### config.mk
export PLATFORM = sky130hd
export DESIGN_NAME = imem_boot_ctrl
export DESIGN_NICKNAME = d
export VERILOG_FILES = /design/src/rtl/imem_boot_ctrl_pkg.sv /design/src/rtl/imem_boot_ctrl.sv
export SDC_FILE = /design/constraint.sdc
export NUM_CORES = 1
export LEC_CHECK = 0
export BUFFER_PORTS_ARGS = -buffer_cell sky130_fd_sc_hd__buf_2
export CORE_MARGIN = 3
export CORE_UTILIZATION = 45
export DETAILED_ROUTE_END_ITERATION = 6
export HOLD_SLACK_MARGIN = 0.05
export PLACE_DENSITY_LB_ADDON = 0.3
export RECOVER_POWER = 100
export SLEW_MARGIN = 0
export SYNTH_ARGS = -nofsm -noshare
export SYNTH_HDL_FRONTEND = slang
export SYNTH_SLANG_ARGS = --single-unit
### constraint.sdc
create_clock -name clk -period 1.8 [get_ports clk]
set_input_delay 0.09 -clock clk [delete_from_list [all_inputs] [get_ports clk]]
set_output_delay 0.09 -clock clk [all_outputs]
set_load 0.02 [all_outputs]
### src/rtl/imem_boot_ctrl_pkg.sv
// Shared definitions for the instruction-memory boot/debug controller:
// word width, default address width and the controller state type.
package imem_boot_ctrl_pkg;

    localparam int DEFAULT_PC_WIDTH = 8;
    localparam int WORD_W           = 16;

    typedef enum logic [2:0] {
        ST_IDLE,
        ST_LOAD,
        ST_START,
        ST_RUN,
        ST_DBG_ADDR,
        ST_DBG_DATA
    } state_t;

endpackage

### src/rtl/imem_boot_ctrl.sv
// Boot loader and debug-read arbiter for the instruction memory port: streams an
// image into memory while the core is held in reset, then shares reads with fetch.
module imem_boot_ctrl
    import imem_boot_ctrl_pkg::*;
#(
    parameter int PC_WIDTH = DEFAULT_PC_WIDTH
) (
    input  logic                clk,
    input  logic                rst_n,
    input  logic                boot_skip,
    input  logic                reload,
    input  logic                ld_valid,
    input  logic [WORD_W-1:0]   ld_data,
    input  logic                ld_last,
    output logic                ld_ready,
    input  logic                dbg_req,
    input  logic [PC_WIDTH-1:0] dbg_addr,
    output logic                dbg_ack,
    output logic [WORD_W-1:0]   dbg_rdata,
    input  logic [WORD_W-1:0]   mem_rdata,
    output logic                mem_addr_sel,
    output logic [PC_WIDTH-1:0] mem_addr,
    output logic                mem_we,
    output logic [WORD_W-1:0]   mem_wdata,
    output logic                core_rst,
    output logic                fetch_en,
    output logic [PC_WIDTH:0]   load_count,
    output logic                load_err
);

    localparam logic [PC_WIDTH-1:0] LAST_ADDR = '1;
    localparam logic [PC_WIDTH-1:0] PTR_ONE   = 1;
    localparam logic [PC_WIDTH:0]   COUNT_ONE = 1;

    state_t                state;
    state_t                state_next;
    logic [PC_WIDTH-1:0]   wr_ptr;
    logic [WORD_W-1:0]     dbg_rdata_q;

    // NOTE: sequential state uses non-blocking assignments so every register
    // samples pre-edge values regardless of block evaluation order.
    always_ff @(posedge clk) begin
        if (!rst_n) begin
            state <= ST_IDLE;
        end else begin
            state <= state_next;
        end
    end

    always_ff @(posedge clk) begin
        if (!rst_n) begin
            wr_ptr      <= '0;
            load_count  <= '0;
            load_err    <= 1'b0;
            dbg_rdata_q <= '0;
        end else begin
            case (state)
                ST_IDLE: begin
                    wr_ptr     <= '0;
                    load_count <= '0;
                end
                ST_LOAD: begin
                    if (ld_valid) begin
                        load_count <= load_count + COUNT_ONE;
                        // The pointer saturates on the last address rather than wrapping.
                        if (wr_ptr != LAST_ADDR) begin
                            wr_ptr <= wr_ptr + PTR_ONE;
                        end else if (!ld_last) begin
                            load_err <= 1'b1;
                        end
                    end
                end
                ST_RUN: begin
                    if (reload) begin
                        wr_ptr     <= '0;
                        load_count <= '0;
                        load_err   <= 1'b0;
                    end
                end
                ST_DBG_DATA: begin
                    dbg_rdata_q <= mem_rdata;
                end
                default: ;
            endcase
        end
    end

    // NOTE: state_next is assigned a default before the case so no path leaves
    // it unassigned, which would otherwise infer a latch.
    always_comb begin
        state_next = state;
        case (state)
            ST_IDLE:     state_next = boot_skip ? ST_START : ST_LOAD;
            ST_LOAD: begin
                if (ld_valid && (ld_last || wr_ptr == LAST_ADDR)) begin
                    state_next = ST_START;
                end
            end
            ST_START:    state_next = ST_RUN;
            ST_RUN: begin
                if (reload) begin
                    state_next = ST_LOAD;
                end else if (dbg_req) begin
                    state_next = ST_DBG_ADDR;
                end
            end
            ST_DBG_ADDR: state_next = ST_DBG_DATA;
            ST_DBG_DATA: state_next = ST_RUN;
            default:     state_next = ST_IDLE;
        endcase
    end

    always_comb begin
        ld_ready     = 1'b0;
        mem_we       = 1'b0;
        mem_addr_sel = 1'b1;
        mem_addr     = '0;
        mem_wdata    = '0;
        core_rst     = 1'b1;
        fetch_en     = 1'b0;
        dbg_ack      = 1'b0;
        dbg_rdata    = dbg_rdata_q;
        case (state)
            ST_LOAD: begin
                ld_ready  = 1'b1;
                mem_we    = ld_valid;
                mem_addr  = wr_ptr;
                mem_wdata = ld_data;
            end
            ST_RUN: begin
                core_rst     = 1'b0;
                fetch_en     = 1'b1;
                mem_addr_sel = 1'b0;
            end
            ST_DBG_ADDR: begin
                core_rst = 1'b0;
                mem_addr = dbg_addr;
            end
            ST_DBG_DATA: begin
                // Memory output is already a register; forward it so data and ack coincide.
                core_rst     = 1'b0;
                mem_addr_sel = 1'b0;
                dbg_ack      = 1'b1;
                dbg_rdata    = mem_rdata;
            end
            default: ;
        endcase
    end

endmodule
==> metrics.md, run 1 <==
| Metric | Value |
|---|---|
| Beginning of the worst register-to-register path | state[0]$_SDFFE_PN0P_ |
| Tightest Pin Transition | roughly 740 ps |
| CTS tree | built |
| Final count of hold timing violations | 0 |
| Outcome | completed |
| Detailed-route vias per instance | roughly 5.3 |
| Relative slew slack | 0.505 |
| Post-synthesis instance area | a little over 2000 sq um |
| Number of placed I/O pins | between 100 and 150 |
| Max-cap violations | 0 |
| Post-synthesis cell type count | 48 |
| Routed wirelength normalized by instance count | ~13 um |
| Detailed placement HPWL | around 3.8 mm |
| Delay of the slowest cell on the worst path | roughly 390 ps |
| Slew Viols, Final | 0 |
| Die X-Extent | 72.8 um |
| Period minus WS final | around 1700 ps |
| Dominant cell type by area after synthesis | sky130_fd_sc_hd__dfxtp_1 |
| Diode count | 0 |
| Number of antenna violations at the first check in global routing | 0 |
| Gp weighted congestion | roughly 0.83 |
| Number of synthesized flops with an enable pin | 0 |
| Number of nets with antenna violations after routing | 0 |
| Drt pass-1 iters | 4 |
| Core box area | 4140 sq um |
| Global-route usage over all layers | 0.188 |
| Startpoint class of the critical path | flip-flop |
| Synth area leaders | sky130_fd_sc_hd__dfxtp_1, sky130_fd_sc_hd__and2_1, sky130_fd_sc_hd__mux2_2 |
| Data arrival time of the critical path | 1590 ps |
| CTS Root Buffer Type | sky130_fd_sc_hd__clkbuf_8 |
| Cell type group with the largest total delay on the critical path | buffers and inverters |
| Sink count of the clock tree | 37 |
| Endpoint kind of the worst setup timing path | output pin |
| Power per unit of standard cell area | ~800 nW/um^2 |
| Total die area | 5310 sq um |
| Count of cells along the worst hold path | 3 |
| Largest net degree at the start of global routing | 27 |
| Final-stage net count | 382 |
| Share of Yosys cell area claimed by the top area cell type | 0.368 |
| Maximum achievable frequency | ~590 MHz |
| Clock latency at the later pin of the worst-skew pair | 280 ps |
| Yosys synthesis warning count | 0 |
| Placement Rows | 23 |
| Hold Path Origin | ld_last |
| Height of the chip | 72.8 um |
| Hold WC Path Type | in -> reg |
| Most common flop cell mapped by yosys | sky130_fd_sc_hd__dfxtp_1 |
| Hold EP | state[2]$_SDFFE_PN0P_ |
| Total negative slack | 0 ps |
| R2R setup slack | about 130 ps |
| WP data required | between 1500 and 2000 ps |
| Worst reg2reg path depth | 5 |
| Maximum level of the CTS H-tree | 2 |
| Synthesized Nets | between 200 and 300 |
| Aggregate routed wire length | approximately 5 mm |
| Cells after DPL | about 380 |
| Static leakage power | approximately 1.2 nW |
| Clock buffer count from CTS | 5 |
| Global-route wire length before repair | 8.16 mm |
| Final instance count without filler cells | around 380 |
| Fraction of final layout cells sized beyond drive strength 1 | 0.362 |
| Fraction of registers with async set or reset after synthesis | 0 |
| Clock Tree Buf Depth | 2 |
| Worst-path cell with the longest stage delay | sky130_fd_sc_hd__dfxtp_2 |
| R2R Path End | wr_ptr[3]$_SDFFE_PN0P_ |
| Vias post-DR | between 2,000 and 2,500 |
| Starting DRC count in detailed routing | roughly 110 |
| Initial standard-cell utilization of the core | 0.485 |
| Type of the worst setup path | reg -> out |
| Remaining design rule violation count | 0 |
| Count of buffers inserted at the top-level ports | 102 |
| Synthesis-to-layout area growth | 33.4% |
| Cells after Synth | 228 |
| Via count of the first global-routing pass | between 1,500 and 2,000 |
| GRT overflow | 0 |
| Reg clk slew, reported paths | approximately 80 ps |
| RSZ-0062 raised after global routing | false |
| VDD IR-drop max | about 0.58 mV |
| Per-instance average area after synthesis | between 8 and 9 sq um |
| Period utilization | 0.935 |
| Final clock skew | ~5.4 ps |
| Number of register bits inferred by synthesis | 37 |
| CP max FO | 17 |
| Combined buffer and inverter count along the critical path | 2 |
| Setup violators final | 0 |
| Proportion of synthesized chip area in sequential cells | 0.368 |
| FILL cells | between 300 and 400 |
| Critical-path cell list | nor3b_2, buf_4, and2_1, clkbuf_1 |
-- power by group --
group          internal, W  switching, W  total, W
combinational     0.000212      0.000337  0.000549
clock             0.000415      0.000310  0.000725
sequential        0.000843     0.0000348  0.000877
-- cell usage after synthesis, types with 2 or more instances --
cell type and n:
sky130_fd_sc_hd__and3_1 3, sky130_fd_sc_hd__clkbuf_1 6, sky130_fd_sc_hd__and2_1 32, sky130_fd_sc_hd__nand3_1 7, sky130_fd_sc_hd__or3_1 6, sky130_fd_sc_hd__o31ai_1 8
sky130_fd_sc_hd__o311ai_0 2, sky130_fd_sc_hd__nand2b_1 2, sky130_fd_sc_hd__a22o_1 2, sky130_fd_sc_hd__o31a_1 2, sky130_fd_sc_hd__nor3_1 6, sky130_fd_sc_hd__nand2_1 8
sky130_fd_sc_hd__nor2b_1 4, sky130_fd_sc_hd__inv_1 6, sky130_fd_sc_hd__a21oi_1 12, sky130_fd_sc_hd__or4_1 2, sky130_fd_sc_hd__a22oi_1 8, sky130_fd_sc_hd__buf_2 3
sky130_fd_sc_hd__dfxtp_1 37, sky130_fd_sc_hd__o21ai_0 7, sky130_fd_sc_hd__nor2_1 19, sky130_fd_sc_hd__buf_4 3, sky130_fd_sc_hd__ha_1 2, sky130_fd_sc_hd__mux2_2 17
-- final cells by class --
type                       count  area [sq um]  area share
multi-input combinational    171          1180       0.440
timing repair buffer         112           554       0.207
tap                           50          62.6      0.0233
inverter                       6          22.5     0.00840
clock inverter                 3          46.3      0.0173
clock buffer                   5          68.8      0.0257
sequential                    37           747       0.279
-- state kept, by name (all words and copies together), names as in the netlist --
name,count
wr_ptr,8
load_err,1
dbg_rdata_q,16
state,3
load_count,9
-- layout by cell type, fill, tap and decap left out, types with 2 or more instances in the layout --
master,netlist,final
sky130_fd_sc_hd__buf_2,3,50
sky130_fd_sc_hd__dfxtp_1,37,34
sky130_fd_sc_hd__and2_1,32,30
sky130_fd_sc_hd__clkbuf_2,0,27
sky130_fd_sc_hd__clkbuf_1,6,26
sky130_fd_sc_hd__nor2_1,19,19
sky130_fd_sc_hd__mux2_2,17,17
sky130_fd_sc_hd__a21oi_1,12,12
sky130_fd_sc_hd__a22oi_1,8,8
sky130_fd_sc_hd__o31ai_1,8,8
sky130_fd_sc_hd__nand2_1,8,8
sky130_fd_sc_hd__buf_4,3,8
sky130_fd_sc_hd__nand3_1,7,7
sky130_fd_sc_hd__inv_1,6,6
sky130_fd_sc_hd__nor3_1,6,6
sky130_fd_sc_hd__o21ai_0,7,6
sky130_fd_sc_hd__or3_1,6,6
sky130_fd_sc_hd__clkbuf_8,0,5
sky130_fd_sc_hd__nor2b_1,4,3
sky130_fd_sc_hd__and3_1,3,3
sky130_fd_sc_hd__o311ai_0,2,3
sky130_fd_sc_hd__nand2b_1,2,2
sky130_fd_sc_hd__and2_0,0,2
sky130_fd_sc_hd__o31a_1,2,2
sky130_fd_sc_hd__a22o_1,2,2
sky130_fd_sc_hd__or4_1,2,2
sky130_fd_sc_hd__ha_1,2,2
sky130_fd_sc_hd__dfxtp_2,0,2
-- timing repair --
action	CTS	global route
setup buffers	0	0
gates cloned	0	0
resized for setup	3	5
hold buffers	0	0
setup endpoints to repair	40	29
-- kinds of logic after synthesis --
group	count (synthesis)	synth area share
AO/OA/AOI/OAI	52	0.182
AND/OR/NAND/NOR	98	0.284
XOR/XNOR	1	0.00436
multiplexers	18	0.100
flip-flops	37	0.368
buffers and inverters	20	0.0485
adder cells (fa/ha/maj)	2	0.0124
-- per-layer routing --
metal	global-route usage	routed length, um	vias to the layer above
met5	0	0	-
met4	0.0574	71	0
met3	0.0496	350	8
met2	0.315	2390	66
met1	0.235	2190	926
li1	-	-	1030
-- metrics by stage --
step	total power, W	hold slack [ps]	worst slack (ps)	cell area (sq um)	util
3_5_place_dp	0.00145	413	56.0	2580	0.623
3_3_place_gp	0.00145	432	153	2580	0.623
2_1_floorplan	0.00126	275	255	2010	-
5_1_grt	0.00226	153	20.6	2680	0.647
4_1_cts	0.00218	129	17.0	2710	0.653
6_report	0.00215	143	117	2680	0.647
-- worst max path at each step --
stage                                startpoint                    endpoint  slack (ps)  depth (start not counted)
after detailed placement  state[1]$_SDFFE_PN0P_      wr_ptr[3]$_SDFFE_PN0P_          60                          5
after floorplan           state[1]$_SDFFE_PN0P_  dbg_rdata_q[10]$_SDFF_PN0_         250                          5
after CTS                 state[0]$_SDFFE_PN0P_                dbg_rdata[5]          20                          4
after global placement    state[1]$_SDFFE_PN0P_      wr_ptr[3]$_SDFFE_PN0P_         150                          5
after global routing      state[2]$_SDFFE_PN0P_                 mem_addr[3]          20                          6
final                     state[0]$_SDFFE_PN0P_               mem_wdata[10]         120                          4
-- worst min-delay path: stages --
cell	delay [ps]
sky130_fd_sc_hd__buf_2	100
sky130_fd_sc_hd__o31ai_1	90
sky130_fd_sc_hd__nor2_1	110
(Power assumes the default switching activity.)
==> inputs of run 2 (changes only) <==
--- a/config.mk
+++ b/config.mk
@@ -5,12 +5,13 @@
 export SDC_FILE = /design/constraint.sdc
 export NUM_CORES = 1
 export LEC_CHECK = 0
+export ABC_AREA = 1
 export BUFFER_PORTS_ARGS = -buffer_cell sky130_fd_sc_hd__buf_2
 export CORE_MARGIN = 3
-export CORE_UTILIZATION = 45
+export CORE_UTILIZATION = 48
 export DETAILED_ROUTE_END_ITERATION = 6
 export HOLD_SLACK_MARGIN = 0.05
-export PLACE_DENSITY_LB_ADDON = 0.3
+export PLACE_DENSITY = 0.81
 export RECOVER_POWER = 100
 export SLEW_MARGIN = 0
 export SYNTH_ARGS = -nofsm -noshare
==> run 2 against run 1 <==
Non-clock buffer count up 1. Clock-buffer cell count up 2. Clock power down 19%. Sequential power up 6.6%. Worst setup slack worse by 26 ps. Sequential cell count unchanged. First-iteration DRC count up 16%. Via count up 24%. Area after synthesis up 17%. Routed wire length up 19%.
==> metrics.md, run 2 <==
| Metric | Value |
|---|---|
| CTS tree | built |
| Vias post-DR | 2,523 (+24%) |
| Delay of the slowest cell on the worst path | 380 ps (about the same) |
| Detailed placement HPWL | 4.48 mm (+16%) |
| Total die area | 5770 sq um (+8.7%) |
| Drt pass-1 iters | 4 (unchanged) |
| Most frequent cells in the layout | sky130_fd_sc_hd__buf_2, sky130_fd_sc_hd__inv_1, sky130_fd_sc_hd__nand2_1 |
| FILL cells | 424 (+9.6%) |
| Count of buffers inserted at the top-level ports | 102 (unchanged) |
| Endpoint kind of the worst setup timing path | output pin |
| Starting DRC count in detailed routing | 126 (+16%) |
| Number of register bits inferred by synthesis | 37 (unchanged) |
| VDD IR-drop max | 0.465 mV (-20%) |
| Maximum achievable frequency | 585 MHz (-1.5%) |
| Placement Rows | 24 (+4.3%) |
| Number of placed I/O pins | 103 (unchanged) |
| Diode count | 0 (unchanged) |
| GRT overflow | 0 (unchanged) |
| Aggregate routed wire length | 5.96 mm (+19%) |
| Number of flip-flops in the largest register | 16 (unchanged) |
| End point of the critical path | dbg_rdata[8] |
| Outcome | completed |
| Overall power of the completed layout | 0.00247 W (+15%) |
| Proportion of synthesized chip area in sequential cells | 0.315 (-0.0530) |
| Number of antenna violations at the first check in global routing | 0 (unchanged) |
| Routed wirelength normalized by instance count | 11.2 um (-14%) |
| Post-synthesis cell type count | 39 (-19%) |
| Dominant cell type by area after synthesis | sky130_fd_sc_hd__dfxtp_1 |
| Height of the chip | 75.9 um (+4.3%) |
| Initial standard-cell utilization of the core | 0.518 (+0.0327) |
| Timing startpoint of the critical path | state[1]$_SDFFE_PN0P_ |
| Max-cap violations | 0 (unchanged) |
| R2R setup slack | 240 ps (+110 ps) |
| Most common cell after layout, fill and taps aside | sky130_fd_sc_hd__buf_2 |
| Critical-path cell list | inv_4, nand2_2, nor2_4, clkbuf_16, or2_2, inv_1, a21oi_1, buf_2 |
| Number of synthesized flops with an enable pin | 0 (unchanged) |
| Gp weighted congestion | 0.851 (+2.4%) |
| Tightest Pin Transition | 556 ps (-181 ps) |
| Synthesized Nets | 409 (+48%) |
| Setup violators final | 0 (unchanged) |
| Startpoint class of the critical path | flip-flop |
| Per-instance average area after synthesis | 6.52 sq um (-26%) |
| Synthesis-to-layout area growth | 31.3% |
| Maximum level of the CTS H-tree | 2 (unchanged) |
| Fraction of final layout cells sized beyond drive strength 1 | 0.323 (-0.0389) |
| Global-route wire length before repair | 9.76 mm (+20%) |
| WP data required | 1710 ps (about the same) |
| Detailed-route vias per instance | 4.74 (-10%) |
| Global-route usage over all layers | 0.199 (+0.0111) |
| Data arrival time of the critical path | 1620 ps (+30 ps) |
| Sink count of the clock tree | 37 (unchanged) |
| Worst reg2reg path depth | 7 (+2) |
| Fraction of registers with async set or reset after synthesis | 0 (unchanged) |
| Final clock skew | 5.43 ps (+0.0446 ps) |
| Cell types with the highest counts after synthesis | sky130_fd_sc_hd__inv_1, sky130_fd_sc_hd__nand2_1, sky130_fd_sc_hd__nor2_1 |
| R2R Path End | wr_ptr[1]$_SDFFE_PN0P_ |
| Static leakage power | 1.61 nW (+35%) |
| Share of Yosys cell area claimed by the top area cell type | 0.315 (-0.0530) |
| Worst-path cell with the longest stage delay | sky130_fd_sc_hd__dfxtp_4 |
| Core box area | 4530 sq um (+9.4%) |
| Remaining design rule violation count | 0 (unchanged) |
| Register ranked first by flip-flop count | dbg_rdata_q |
| Combined buffer and inverter count along the critical path | 4 (+2) |
| Total negative slack | 0 ps (unchanged) |
| WP depth | 8 (+4) |
| Most common flop cell mapped by yosys | sky130_fd_sc_hd__dfxtp_1 |
| Power per unit of standard cell area | 802 nW/um^2 (about the same) |
| Final-stage net count | 516 (+35%) |
| CTS Root Buffer Type | sky130_fd_sc_hd__clkbuf_8 |
| Yosys synthesis warning count | 0 (unchanged) |
| Type of the worst setup path | reg -> out |
| Largest registers | dbg_rdata_q: 16 flops, load_count: 9 flops, wr_ptr: 8 flops |
| Period utilization | 0.950 (+0.0145) |
| Via count of the first global-routing pass | 2,228 (+19%) |
| Beginning of the worst register-to-register path | wr_ptr[1]$_SDFFE_PN0P_ |
| Relative slew slack | 0.627 (+0.122) |
| Clock Tree Buf Depth | 2 (unchanged) |
| Clock buffer count from CTS | 5 (unchanged) |
| Count leader, synth | sky130_fd_sc_hd__inv_1 |
| Die X-Extent | 75.9 um (+4.3%) |
| Synth area leaders | sky130_fd_sc_hd__dfxtp_1, sky130_fd_sc_hd__inv_1, sky130_fd_sc_hd__nand2_1 |
| CP max FO | 13 (-4) |
| Cells after Synth | 360 (+58%) |
| Largest net degree at the start of global routing | 52 (+93%) |
| Final count of hold timing violations | 0 (unchanged) |
| Slew Viols, Final | 0 (unchanged) |
| Reg clk slew, reported paths | 70 ps (about the same) |
| Number of nets with antenna violations after routing | 0 (unchanged) |
| Hold WC Path Type | in -> reg |
| Clock latency at the later pin of the worst-skew pair | 280 ps (about the same) |
| Post-synthesis instance area | 2350 sq um (+17%) |
| Period minus WS final | 1710 ps (+26.1 ps) |
| Cell type group with the largest total delay on the critical path | buffers and inverters |
[run 2: cell count changes after synthesis, sizes merged, moves of 15 or more]
cell,previous run,this run
nand2,8,70
and2,32,1
mux2,17,0
inv,6,75
or2,1,16
a21oi,12,28
a211oi,1,16
nor2,19,56
[run 2: worst min-delay path, cell delays in order]
cell                       delay [ps]
sky130_fd_sc_hd__buf_2             90
sky130_fd_sc_hd__inv_1             60
sky130_fd_sc_hd__a211oi_1          60
[run 2: stage by stage]
step	area (sq um)	utilization	hold WS [ps]	setup WS (ps)	instances
3_3_place_gp	2910	0.642	348	215	521
2_1_floorplan	2350	-	188	163	360
6_report	3080	0.680	59.7	90.6	532
3_5_place_dp	2910	0.642	355	164	521
4_1_cts	3010	0.665	52.9	4.79	529
5_1_grt	3080	0.680	63.7	-19.8	532
[run 2: how the worst min path moves through the flow]
stage | from | end | slack (ps) | cells past startpoint
after global routing | mem_rdata[6] | dbg_rdata_q[6]$_SDFF_PN0_ | 60 | 3
final | mem_rdata[15] | dbg_rdata_q[15]$_SDFF_PN0_ | 60 | 3
after CTS | mem_rdata[15] | dbg_rdata_q[15]$_SDFF_PN0_ | 50 | 3
after global placement | mem_rdata[15] | dbg_rdata_q[15]$_SDFF_PN0_ | 350 | 3
after detailed placement | mem_rdata[10] | dbg_rdata_q[10]$_SDFF_PN0_ | 350 | 3
after floorplan | rst_n | state[0]$_SDFFE_PN0P_ | 190 | 2
[run 2: final cells by class]
| class | count | area, sq um | area share |
|---|---|---|---|
| Multi-Input combinational cell | 235 | 1240 | 0.403 |
| Sequential cell | 37 | 747 | 0.242 |
| Timing Repair Buffer | 113 | 641 | 0.208 |
| Clock buffer | 7 | 86.3 | 0.0280 |
| Tap cell | 65 | 81.3 | 0.0264 |
| Inverter | 75 | 284 | 0.0921 |
[run 2: where the power goes]
group / switching (W) / internal [W] / leakage, nW
registers: 0.0000634 / 0.000872 / 0.300
logic: 0.000630 / 0.000321 / 1.27
clock network: 0.000284 / 0.000304 / 0.0443
[run 2: what timing repair did]
action,4_1_cts,5_1_grt
resized for setup,4,8
pin swaps,0,1
setup buffers,0,1
cloned,0,2
endpoints found under the hold margin,1,0
setup endpoints to repair,16,16
hold buffers,1,0
[run 2: cell families after synthesis]
kind of cell | after synthesis | share of synthesized area
xor+xnor | 1 | 0.00373
flops | 37 | 0.315
compound gates | 58 | 0.157
fa+ha+maj | 2 | 0.0107
buf+inv | 88 | 0.160
simple gates | 174 | 0.353
[run 2: metal layers]
metal / vias to the layer above / global-route usage / wire, um / share of wire
li1: 1331 / - / - / -
met4: 0 / 0.0471 / 40 / 0.0067
met3: 4 / 0.0675 / 498 / 0.084
met5: - / 0 / 0 / 0
met2: 85 / 0.345 / 2850 / 0.48
met1: 1103 / 0.237 / 2570 / 0.43
